<file path="src/rtl/uart_tx_arbiter_pkg.sv">
// uart_pkg: shared types and constants for the UART TX arbiter.
// State encoding, byte width, bit timing and default watchdog limit.
package uart_pkg;

   typedef enum logic [1:0] {
      IDLE,
      WAIT,
      HOLD
   } state_t;

   localparam int UART_BYTE_W      = 8;
   localparam int CLKS_PER_BIT     = 5208;
   localparam int DEF_TIMEOUT_CLKS = 60000;

endpackage

</file>
<file path="src/rtl/uart_tx_arbiter_if.sv">
// uart_tx_arbiter_if: requester bundle plus UART_TX handshake.
// master = producers/transmitter side, slave = arbiter.
interface uart_tx_arbiter_if #(
   parameter int NUM_REQ = 2
);

   logic [NUM_REQ-1:0]                      req_valid;
   logic [uart_pkg::UART_BYTE_W*NUM_REQ-1:0] req_byte;
   logic [NUM_REQ-1:0]                      req_last;
   logic [NUM_REQ-1:0]                      req_ready;
   logic                                    uart_tx_dv;
   logic [uart_pkg::UART_BYTE_W-1:0]        uart_tx_byte;
   logic                                    uart_tx_active;
   logic                                    uart_tx_done;

   modport master (
      output req_valid, req_byte, req_last,
      output uart_tx_active, uart_tx_done,
      input  req_ready, uart_tx_dv, uart_tx_byte
   );

   modport slave (
      input  req_valid, req_byte, req_last,
      input  uart_tx_active, uart_tx_done,
      output req_ready, uart_tx_dv, uart_tx_byte
   );

endinterface

</file>
<file path="src/rtl/uart_tx_arbiter_rr_arbiter.sv">
// rr_arbiter: combinational rotate-priority pick.
// Lowest index at or above ptr wins, searching upward with wrap.
module rr_arbiter #(
   parameter int NUM_REQ = 2,
   localparam int GW     = $clog2(NUM_REQ)
) (
   input  logic [NUM_REQ-1:0] req,
   input  logic [GW-1:0]      ptr,
   output logic [GW-1:0]      grant,
   output logic               found
);

   // scan from farthest to nearest so the nearest request wins
   always_comb begin
      int j;
      found = 1'b0;
      grant = '0;
      j     = 0;
      for (int i = NUM_REQ - 1; i >= 0; i--) begin
         j = int'(ptr) + i;
         if (j >= NUM_REQ) j = j - NUM_REQ;
         if (req[j]) begin
            found = 1'b1;
            grant = GW'(j);
         end
      end
   end

endmodule

</file>
<file path="src/rtl/uart_tx_arbiter.sv">
// uart_tx_arbiter: round-robin share of one UART_TX with packet lock.
// Optional watchdog on tx_done: define UART_TX_ARB_TIMEOUT_EN.
module uart_tx_arbiter
   import uart_pkg::*;
#(
   parameter int  NUM_REQ      = 2,
   parameter int  TIMEOUT_CLKS = DEF_TIMEOUT_CLKS,
   localparam int GW           = $clog2(NUM_REQ)
) (
   input  logic                     clk,
   input  logic                     rst_n,
   uart_tx_arbiter_if.slave         bus,
   output logic [GW-1:0]            grant_id,
   output logic                     busy,
   output logic                     timeout_err
);

   state_t                 state, state_nx;
   logic [GW-1:0]          rr_ptr, rr_nx, gid_nx;
   logic [GW-1:0]          win, sel;
   logic                   found, want, issue;
   logic                   lock, lock_nx;
   logic                   last_q, last_nx;
   logic                   dv_q, dv_nx;
   logic [NUM_REQ-1:0]     ready_q, ready_nx;
   logic [UART_BYTE_W-1:0] byte_q, byte_nx;

   function automatic logic [GW-1:0] wrap_inc(input logic [GW-1:0] g);
      return (g == GW'(NUM_REQ - 1)) ? '0 : g + 1'b1;
   endfunction

   rr_arbiter #(.NUM_REQ(NUM_REQ)) u_rr (
      .req   (bus.req_valid),
      .ptr   (rr_ptr),
      .grant (win),
      .found (found)
   );

`ifdef UART_TX_ARB_TIMEOUT_EN
   localparam int TW = $clog2(TIMEOUT_CLKS + 1);
   logic [TW-1:0] to_cnt;
   logic          to_hit;

   assign to_hit      = (state == WAIT) && (to_cnt == TW'(TIMEOUT_CLKS - 1));
   assign timeout_err = to_hit && !bus.uart_tx_done;

   // watchdog counts WAIT cycles, zero in every other state
   always_ff @(posedge clk or negedge rst_n) begin
      if (!rst_n)              to_cnt <= '0;
      else if (state != WAIT)  to_cnt <= '0;
      else                     to_cnt <= to_cnt + 1'b1;
   end
`else
   localparam int unused_timeout = TIMEOUT_CLKS;
   assign timeout_err = 1'b0;
`endif

   // a locked packet only listens to its owner
   assign sel  = lock ? grant_id : win;
   assign want = lock ? bus.req_valid[grant_id] : found;

   // next state and next register values
   always_comb begin
      state_nx = state;
      rr_nx    = rr_ptr;
      lock_nx  = lock;
      last_nx  = last_q;
      gid_nx   = grant_id;
      byte_nx  = byte_q;
      dv_nx    = 1'b0;
      ready_nx = '0;
      issue    = 1'b0;
      unique case (state)
         IDLE, HOLD: issue = want && !bus.uart_tx_active;
         WAIT: begin
            if (bus.uart_tx_done) begin
               if (last_q) begin
                  lock_nx  = 1'b0;
                  rr_nx    = wrap_inc(grant_id);
                  state_nx = IDLE;
               end else begin
                  lock_nx  = 1'b1;
                  state_nx = HOLD;
               end
            end
`ifdef UART_TX_ARB_TIMEOUT_EN
            else if (to_hit) begin
               lock_nx  = 1'b0;
               rr_nx    = wrap_inc(grant_id);
               state_nx = IDLE;
            end
`endif
         end
         default: state_nx = IDLE;
      endcase
      if (issue) begin
         state_nx      = WAIT;
         gid_nx        = sel;
         byte_nx       = bus.req_byte[int'(sel)*UART_BYTE_W +: UART_BYTE_W];
         last_nx       = bus.req_last[sel];
         dv_nx         = 1'b1;
         ready_nx[sel] = 1'b1;
      end
   end

   // state register
   always_ff @(posedge clk or negedge rst_n) begin
      if (!rst_n) state <= IDLE;
      else        state <= state_nx;
   end

   // grant, pointer, lock and transmitter-facing registers
   always_ff @(posedge clk or negedge rst_n) begin
      if (!rst_n) begin
         rr_ptr   <= '0;
         lock     <= 1'b0;
         last_q   <= 1'b0;
         grant_id <= '0;
         byte_q   <= '0;
         dv_q     <= 1'b0;
         ready_q  <= '0;
      end else begin
         rr_ptr   <= rr_nx;
         lock     <= lock_nx;
         last_q   <= last_nx;
         grant_id <= gid_nx;
         byte_q   <= byte_nx;
         dv_q     <= dv_nx;
         ready_q  <= ready_nx;
      end
   end

   assign bus.uart_tx_dv   = dv_q;
   assign bus.uart_tx_byte = byte_q;
   assign bus.req_ready    = ready_q;
   assign busy             = (state != IDLE);

endmodule

</file>
<file path="src/flat_wrapper.sv">
// flat-port wrapper written by rule: the top's interface ports become plain ports
module uart_tx_arbiter_flat import uart_pkg::*;
#(
   parameter int  NUM_REQ      = 2,
   parameter int  TIMEOUT_CLKS = DEF_TIMEOUT_CLKS,
   localparam int GW           = $clog2(NUM_REQ)
)
  (clk, rst_n, grant_id, busy, timeout_err, bus_req_valid, bus_req_byte, bus_req_last, bus_uart_tx_active, bus_uart_tx_done, bus_req_ready, bus_uart_tx_dv, bus_uart_tx_byte);
  uart_tx_arbiter_if #(.NUM_REQ(NUM_REQ)) bus_i ();
  input  logic clk;
  input  logic rst_n;
  output logic [GW-1:0] grant_id;
  output logic busy;
  output logic timeout_err;
  input wire logic [$bits(bus_i.req_valid)-1:0] bus_req_valid;
  input wire logic [$bits(bus_i.req_byte)-1:0] bus_req_byte;
  input wire logic [$bits(bus_i.req_last)-1:0] bus_req_last;
  input wire logic [$bits(bus_i.uart_tx_active)-1:0] bus_uart_tx_active;
  input wire logic [$bits(bus_i.uart_tx_done)-1:0] bus_uart_tx_done;
  output wire logic [$bits(bus_i.req_ready)-1:0] bus_req_ready;
  output wire logic [$bits(bus_i.uart_tx_dv)-1:0] bus_uart_tx_dv;
  output wire logic [$bits(bus_i.uart_tx_byte)-1:0] bus_uart_tx_byte;
  assign bus_i.req_valid = bus_req_valid;
  assign bus_i.req_byte = bus_req_byte;
  assign bus_i.req_last = bus_req_last;
  assign bus_i.uart_tx_active = bus_uart_tx_active;
  assign bus_i.uart_tx_done = bus_uart_tx_done;
  assign bus_req_ready = bus_i.req_ready;
  assign bus_uart_tx_dv = bus_i.uart_tx_dv;
  assign bus_uart_tx_byte = bus_i.uart_tx_byte;
  uart_tx_arbiter #(.NUM_REQ(NUM_REQ), .TIMEOUT_CLKS(TIMEOUT_CLKS)) u_core (.clk(clk), .rst_n(rst_n), .bus(bus_i), .grant_id(grant_id), .busy(busy), .timeout_err(timeout_err));
endmodule
</file>
<file path="config.mk">
export PLATFORM = sky130hd
export DESIGN_NAME = uart_tx_arbiter_flat
export DESIGN_NICKNAME = d
export VERILOG_FILES = /design/src/rtl/uart_tx_arbiter_pkg.sv /design/src/rtl/uart_tx_arbiter_if.sv /design/src/rtl/uart_tx_arbiter_rr_arbiter.sv /design/src/rtl/uart_tx_arbiter.sv /design/src/flat_wrapper.sv
export SDC_FILE = /design/constraint.sdc
export NUM_CORES = 1
export LEC_CHECK = 0
export BUFFER_PORTS_ARGS = -buffer_cell sky130_fd_sc_hd__buf_2
export CAP_MARGIN = 20
export CORE_MARGIN = 5
export CORE_UTILIZATION = 45
export DETAILED_ROUTE_END_ITERATION = 10
export PLACE_DENSITY_LB_ADDON = 0.3
export SKIP_CTS_REPAIR_TIMING = 1
export SYNTH_ARGS = -nofsm -noshare
export SYNTH_HDL_FRONTEND = slang
export SYNTH_HIERARCHICAL = 1
export SYNTH_SLANG_ARGS = --single-unit
</file>
<file path="constraint.sdc">
create_clock -name clk -period 2.4 [get_ports clk]
set_clock_uncertainty 0.15 [all_clocks]
set_input_delay 0.36 -clock clk [delete_from_list [all_inputs] [get_ports clk]]
set_output_delay 0.36 -clock clk [all_outputs]
set_load 0.005 [all_outputs]
</file>
# Yosys cells after proc, flatten, opt, wreduce, memory -nomap -nowiden

Index checks and enable logic that the tools add are counted.

Flip-flop bits (word level): 17
Output and inout port bits: 14
Logic and storage cells: 62
Bits of input ports: 24

Shift-type cells: 1
Reductions and logical operators: 9
Equal/unequal tests: 4
Multiplexer cells: 29
Add/sub/neg operators: 4
Magnitude comparators: 7

Operators by type and width:

| cell                  | number |
|---|---|
| $lt 32x3->1 const B   | 2 |
| $mux 32               | 2 |
| $ge 32x3->1 const B   | 1 |
| $sub 32x3->32 const B | 1 |
| $mux 1                | 21 |
| $shiftx 16x5->8       | 1 |
| $mux 2                | 4 |
| $lt 1x2->1 const B    | 2 |
| $pmux 2 s2            | 1 |
| $reduce_and 2->1      | 2 |
| $ne 3x2->1 const B    | 1 |
| $reduce_and 3->1      | 1 |
| $sub 1x2->3 const B   | 1 |
| $add 1x1->2 const B   | 1 |
| $eq 2x1->1 const B    | 1 |
| $eq 2x2->1 const B    | 1 |
| $ge 1x2->1 const B    | 1 |
| $logic_and 1x1->1     | 2 |
| $logic_not 2->1       | 1 |
| $ne 2x1->1 const B    | 1 |
| $reduce_bool 2->1     | 1 |
| $reduce_or 2->1       | 1 |
| $add 1x1->1 const B   | 1 |
| $demux 1 s1           | 1 |
| other kinds (2)       | 2 |

# Depth between registers and ports, before layout

Gate-level depths: netlist (run 1).

Depth in word-level cells: 14
Mapped depth: 6

# Cells and area by module

Netlist (run 1), hierarchy kept.

By module, submodules not included:

| module          | seq. area each (um^2) | instances | area an instance (um^2) | cells each |
|---|---|---|---|---|
| uart_tx_arbiter | 425.4                 | 1         | 828.3                   | 60 |
| rr_arbiter      | 0.0                   | 1         | 17.5                    | 3 |

# Worst setup path after synthesis (run 1)

Ideal clock, no wire load.

Kind: register to register
From: register u_core.grant_id
To: register u_core.byte_q[0], in the netlist u_core/bus.uart_tx_byte[0]
Period minus slack after synthesis: 1.844 ns
Arrival: 1.569 ns
Slack: 0.556 ns
Library setup time: 0.125 ns
Buffers on the path: 1
Required time: 2.125 ns
Stages on the path, launching flop included: 5
Path through: dfrtp_1 mux2i_1 a2111oi_4 buf_6 mux2_4

Word-level cells in the longest chain between the ends: 5

RTL lines:

| item                                                                    | line                   | text |
|---|---|---|
| start, declared                                                         | uart_tx_arbiter.sv:13  | `output logic [GW-1:0] grant_id,` |
| start signal, assigned                                                  | uart_tx_arbiter.sv:126 | `grant_id <= gid_nx;` |
| parallel branches: the longest is 5 deep, another holds $shiftx 16x5->8 | n/a                    |  |
| end signal, assigned                                                    | uart_tx_arbiter.sv:127 | `byte_q <= byte_nx;` |
| end, declared                                                           | uart_tx_arbiter.sv:26  | `logic [UART_BYTE_W-1:0] byte_q, byte_nx;` |

Parallel ways; which one is timed is not known. The select of a mux whose other input is x is not followed.
A chain may end at the register's enable or synchronous reset.

# Worst setup path after layout (run 1)

From: register u_core.grant_id
To: register u_core.byte_q[1], in the netlist u_core/bus.uart_tx_byte[1]

The elaborated chain is that of the path after synthesis.

==> summary.md, run 1 <==
| Metric | Value |
|---|---|
| Status | `finished, final reports clean` |
| Reg clk slew, reported paths | `90 ps` |
| Largest net degree at the start of global routing | `18` |
| Syn_nets | `87` |
| Buffers & Inverters on Critical Path | `1` |
| Total Wirelength | `1.65 mm` |
| Die W | `53.4 um` |
| Most frequent cells in the layout | `36 x buf_2, 17 x dfrtp_1, 13 x mux2_2, 5 x mux2_4, 5 x inv_1` |
| Seq/Total Area, Yosys | `50.3%` |
| Die height | `53.4 um` |
| CP startpoint kind | `flip-flop` |
| Antenna fix cells | `0` |
| GRT Total Usage | `13.5%` |
| Synth Warn # | `6` |
| Slew Viols, Final | `0` |
| PortBufs | `36` |
| Setup TNS Final | `0 ps` |
| I/O pins | `38` |
| Metal2 WL | `886 um` |
| # clock sinks | `17` |
| Detailed-route via count | `590` |
| Synth Area in XOR/XNOR | `0%` |
| Met3 WL | `92 um` |
| Placed cell count | `123` |
| Largest family of logic cells by synthesized area | `multiplexers` |
| Placer congestion estimate | `0.696` |
| Min-delay worst type | `in2reg` |
| Num CTS Buffers | `3` |
| 1st-iter DRT viols | `6` |
| Crit path cell chain | `mux2i_1 > a2111oi_4 > buf_4 > mux2_2` |
| DR vias/cell | `4.61` |
| CP peak stage delay | `440 ps` |
| Final Critical Period | `1920 ps` |
| Slowest library cell on the worst path | `dfrtp_1` |
| Metal1 wirelength | `672 um` |
| Fin cells | `128` |
| Vias in the first global route | `574` |
| Core area | `1760 um2` |
| Peak Freq | `0.521 GHz` |
| Final net count | `128` |
| Library cells used by synthesis | `23` |
| Die area | `2850 um2` |
| Antenna violations before repair | `0` |
| Final Power | `0.00124 W` |
| Drt wl/cell | `12.9 um` |
| Clock latency on the worst-skew pair | `280 ps` |
| Clock tree from TritonCTS | `done` |
| MaxCap Viol Count | `0` |
| P&R area growth vs syn | `28.3%` |
| Share of layout cells above drive strength 1 | `59.2%` |
| Final Hold Viols | `0` |
| Post-route cell area | `1080 um2` |
| Starting Density | `47.9%` |
| Setup WS post-layout | `482 ps` |
| WP data required | `2420 ps` |
| Adder-Cell Fraction of Synth Area | `0%` |
| Drt drc | `0` |
| Cell family with most CP delay | `multiplexers` |
| Mapped Cells | `63` |
| RSZ-0062 raised after global routing | `no` |
| Cell Pwr Density | `1140 nW/um2` |
| P_leak | `0.554 nW` |
| Compound-Gate Fraction of Synth Area | `8.43%` |
| Peak supply drop | `0.466 mV` |
| CTS root buf | `clkbuf_4` |
| Syn avg cell area | `13.4 um2` |
| CP arrival | `1940 ps` |
| Crit-path max FO | `14` |
| Setup WS pre-CTS | `501 ps` |
| CP Class | `reg2reg` |
| Endpoints failing setup | `0` |
| Worst Setup End Kind | `flip-flop` |
| Placed Area | `1050 um2` |
| Post-DRT Antenna Nets | `0` |
| CTS H-tree depth | `1` |
| Post-detailed-placement half-perimeter wirelength | `1.31 mm` |
| Highest routed layer | `met3` |
| 1st-pass router iterations | `3` |
| Register bit total from synthesis | `17` |
| Most common cell after layout, fill and taps aside | `buf_2` |
| Post-route clock period utilization | `79.9%` |
| Cell area after synthesis | `846 um2` |
| Clock Tree Buf Depth | `2` |
| Post-synthesis mux area share | `29.7%` |
| First-pass GRT wire length | `2.71 mm` |
| Simple-gate share of the synthesized area | `6.07%` |
| Row count | `15` |
| Grt total ovfl | `0` |
-- worst reg2reg max path, delay by kind of cell, from the launching register on --
kind,cells,cell delay [ps]
compound gates,1,370
buf+inv,1,280
flops,1,440
mux,2,560
-- where the power goes --
group	total [W]	internal (W)	leakage [nW]	switching, W
clock network	0.000143	0.0000644	0.0150	0.0000790
registers	0.000518	0.000421	0.207	0.0000979
logic	0.000574	0.000354	0.332	0.000219
-- cell usage after synthesis, drive strengths merged --
library cell / count / area share, %
o32ai: 1 / 1.0
nor2b: 2 / 1.5
nand2: 2 / 0.89
buf: 3 / 2.8
inv: 5 / 2.2
mux2i: 3 / 3.6
a21o: 1 / 0.89
o21ai: 1 / 0.59
nand4b: 1 / 1.0
nor2: 1 / 0.44
or2: 2 / 1.5
mux2: 18 / 26
a211oi: 1 / 0.89
a21boi: 2 / 1.8
a2111oi: 1 / 3.3
conb: 1 / 0.44
dfrtp: 17 / 50
and2: 1 / 0.74
-- cells by family after synthesis --
family | count (synthesis)
muxes | 21
buffers and inverters | 8
DFF | 17
AOI/OAI and AO/OA | 7
and+or+nand+nor | 9
other | 1
-- cell type report --
type | count | area (um2)
Sequential cell | 17 | 425
Tap cell | 25 | 31.3
Fill cell | 173 | 679
Timing Repair Buffer | 39 | 205
Clock buffer | 4 | 26.3
Multi-Input combinational cell | 38 | 378
Inverter | 5 | 18.8
-- through the flow --
step / utilization (%) / hold slack [ps]
2_1_floorplan: - / -85.6
3_3_place_gp: 59.4 / 147
3_5_place_dp: 59.4 / 150
4_1_cts: 60.9 / -172
5_1_grt: 61.5 / 221
6_report: 61.5 / 231
-- flip-flops by register name, indices dropped and copies added (netlist names) --
| register | cells |
|---|---|
| u_core/lock | 1 |
| u_core/state | 2 |
| u_core/bus.uart_tx_byte | 8 |
| u_core/last_q | 1 |
| u_core/grant_id | 1 |
| u_core/bus.uart_tx_dv | 1 |
| u_core/rr_ptr | 1 |
| u_core/bus.req_ready | 2 |
-- worst paths after layout --
kind,startpoint,endpoint,slack (ps),depth (start not counted)
max,u_core/grant_id,u_core/bus.uart_tx_byte[1],480,4
min,bus_uart_tx_done,u_core/state[0],230,3
max reg2reg,u_core/grant_id,u_core/bus.uart_tx_byte[1],480,4
min reg2reg,u_core/rr_ptr,u_core/rr_ptr,340,2
max in group asynchronous,rst_n,u_core/state[0],1460,2
min in group asynchronous,rst_n,u_core/lock,370,2
-- metal layers --
metal | global-route usage (%) | vias up
met1 | 17.5 | 276
met3 | 3.38 | 0
li1 | - | 297
met4 | 6.38 | 0
met5 | 0 | -
met2 | 20.6 | 17
(Power assumes the default switching activity.)
==> run 2, diff against run 1 <==
CORE_UTILIZATION = 41   (was 45)
clock period = 1.56 ns   (was 2.4 ns; I/O delays follow)
==> summary.md, run 2 (synthesis results as in run 1) <==
| Metric | Value |
|---|---|
| Final Hold Viols | `0 (unchanged)` |
| Setup WS post-layout | `-190 ps (-672 ps)` |
| Peak Freq | `0.572 GHz (+9.6%)` |
| Detailed-route via count | `633 (+7.3%)` |
| P&R area growth vs syn | `38.3%` |
| Antenna violations before repair | `0 (unchanged)` |
| 1st-iter DRT viols | `2 (-4)` |
| Vias in the first global route | `681 (+19%)` |
| Placer congestion estimate | `0.740 (+6.2%)` |
| CP startpoint kind | `flip-flop` |
| Most frequent cells in the layout | `35 x buf_2, 16 x dfrtp_1, 10 x mux2_2, 8 x buf_4, 8 x mux2_4` |
| Starting Density | `43.1% (-4.8 points)` |
| Core area | `1960 um2 (+11%)` |
| Slew Viols, Final | `0 (unchanged)` |
| Drt wl/cell | `12.4 um (-3.7%)` |
| Endpoints failing setup | `10 (+10)` |
| Setup TNS Final | `-1600 ps (-1600 ps)` |
| CTS H-tree depth | `1 (unchanged)` |
| CP Class | `reg2reg` |
| Grt total ovfl | `0 (unchanged)` |
| Status | `complete, but fails checks` |
| Die height | `55.4 um (+3.9%)` |
| Crit-path max FO | `8 (-6)` |
| GRT Total Usage | `11.6% (-1.9 points)` |
| Drt drc | `0 (unchanged)` |
| First-pass GRT wire length | `2.88 mm (+6.4%)` |
| Violated checks | `negative setup slack` |
| I/O pins | `38 (unchanged)` |
| Cell Pwr Density | `1790 nW/um2 (+58%)` |
| Largest net degree at the start of global routing | `18 (unchanged)` |
| Final Critical Period | `1750 ps (-168 ps)` |
| Clock tree from TritonCTS | `done` |
| Total Wirelength | `1.70 mm (+3.0%)` |
| Clock Tree Buf Depth | `2 (unchanged)` |
| Die W | `55.4 um (+3.9%)` |
| CP arrival | `1770 ps (-170 ps)` |
| Post-detailed-placement half-perimeter wirelength | `1.34 mm (+2.8%)` |
| MaxCap Viol Count | `0 (unchanged)` |
| PortBufs | `36 (unchanged)` |
| RSZ-0062 raised after global routing | `yes` |
| Peak supply drop | `0.915 mV (+96%)` |
| Clock latency on the worst-skew pair | `280 ps (about the same)` |
| Post-DRT Antenna Nets | `0 (unchanged)` |
| # clock sinks | `17 (unchanged)` |
| CP Launch Point | `u_core/grant_id` |
| Reg clk slew, reported paths | `100 ps (about the same)` |
| P_leak | `0.606 nW (+9.3%)` |
| 1st-pass router iterations | `3 (unchanged)` |
| DR vias/cell | `4.62 (+0.24%)` |
| Die area | `3070 um2 (+7.9%)` |
| WP data required | `1580 ps (-840 ps)` |
| Row count | `16 (+1)` |
| Num CTS Buffers | `3 (unchanged)` |
| Share of layout cells above drive strength 1 | `64.5% (+5.3 points)` |
| Final net count | `135 (+5.5%)` |
| HP Start | `bus_uart_tx_done` |
| Most common cell after layout, fill and taps aside | `buf_2` |
| Max reg flops | `8 (unchanged)` |
| Antenna fix cells | `0 (unchanged)` |
| Worst r2r src | `u_core/grant_id` |
| Worst hold slack | `86.1 ps (-145 ps)` |
| CTS root buf | `clkbuf_4` |
| Post-route clock period utilization | `112% (+32 points)` |
| Min-delay worst type | `in2reg` |
| Worst Setup End Kind | `flip-flop` |
==> run 2: cell types whose count changed in the layout (fill, tap and decap cells not counted), sizes merged <==
cell	change
buf	+7
clkbuf	-1
clkinv	+1
==> run 2: layout make-up <==
type / count / area, um2
clock inverter: 1 / 5.00
timing repair buffer: 46 / 268
multi-input combinational: 38 / 395
fill: 182 / 792
inverter: 5 / 18.8
tap: 27 / 33.8
sequential: 17 / 427
clock buffer: 3 / 22.5
==> run 2: stage by stage <==
stage	total power, W	instances	instance area, um2	worst slack (ps)	util, %
final	0.00210	137	1170	-190	59.6
after global routing	0.00225	137	1170	-258	59.6
after CTS	0.00199	133	1110	-229	56.5
after detailed placement	0.00176	129	1080	-219	55.1
after global placement	0.00173	129	1080	-188	55.1
after floorplan	0.00140	63	848	-230	-
==> run 2: final timing paths <==
check | to | slack [ps] | cells past startpoint
min in group asynchronous | u_core/bus.uart_tx_byte[7] | 240 | 2
worst min-delay path | u_core/state[1] | 90 | 3
worst min register to register | u_core/rr_ptr | 350 | 2
max in group asynchronous | u_core/lock | 740 | 2
worst max register to register | u_core/bus.uart_tx_byte[3] | -190 | 4
worst max-delay path | u_core/bus.uart_tx_byte[3] | -190 | 4
==> run 2: critical path, cell delays in order (launching register included) <==
cell and delay [ps]:
dfrtp_1 420, mux2i_2 190, a2111oi_4 340, buf_4 240, mux2_4 310
==> run 2: metal layers <==
layer | wire length, um | global-route usage (%)
met3 | 76 | 2.33
met2 | 906 | 19.9
met5 | 0 | 0
met4 | 13 | 6.25
met1 | 705 | 13.3
==> run 2: power by group <==
group	internal, W	switching, W	total [W]
clock	0.0000950	0.000128	0.000223
sequential	0.000650	0.000144	0.000794
combinational	0.000697	0.000385	0.00108
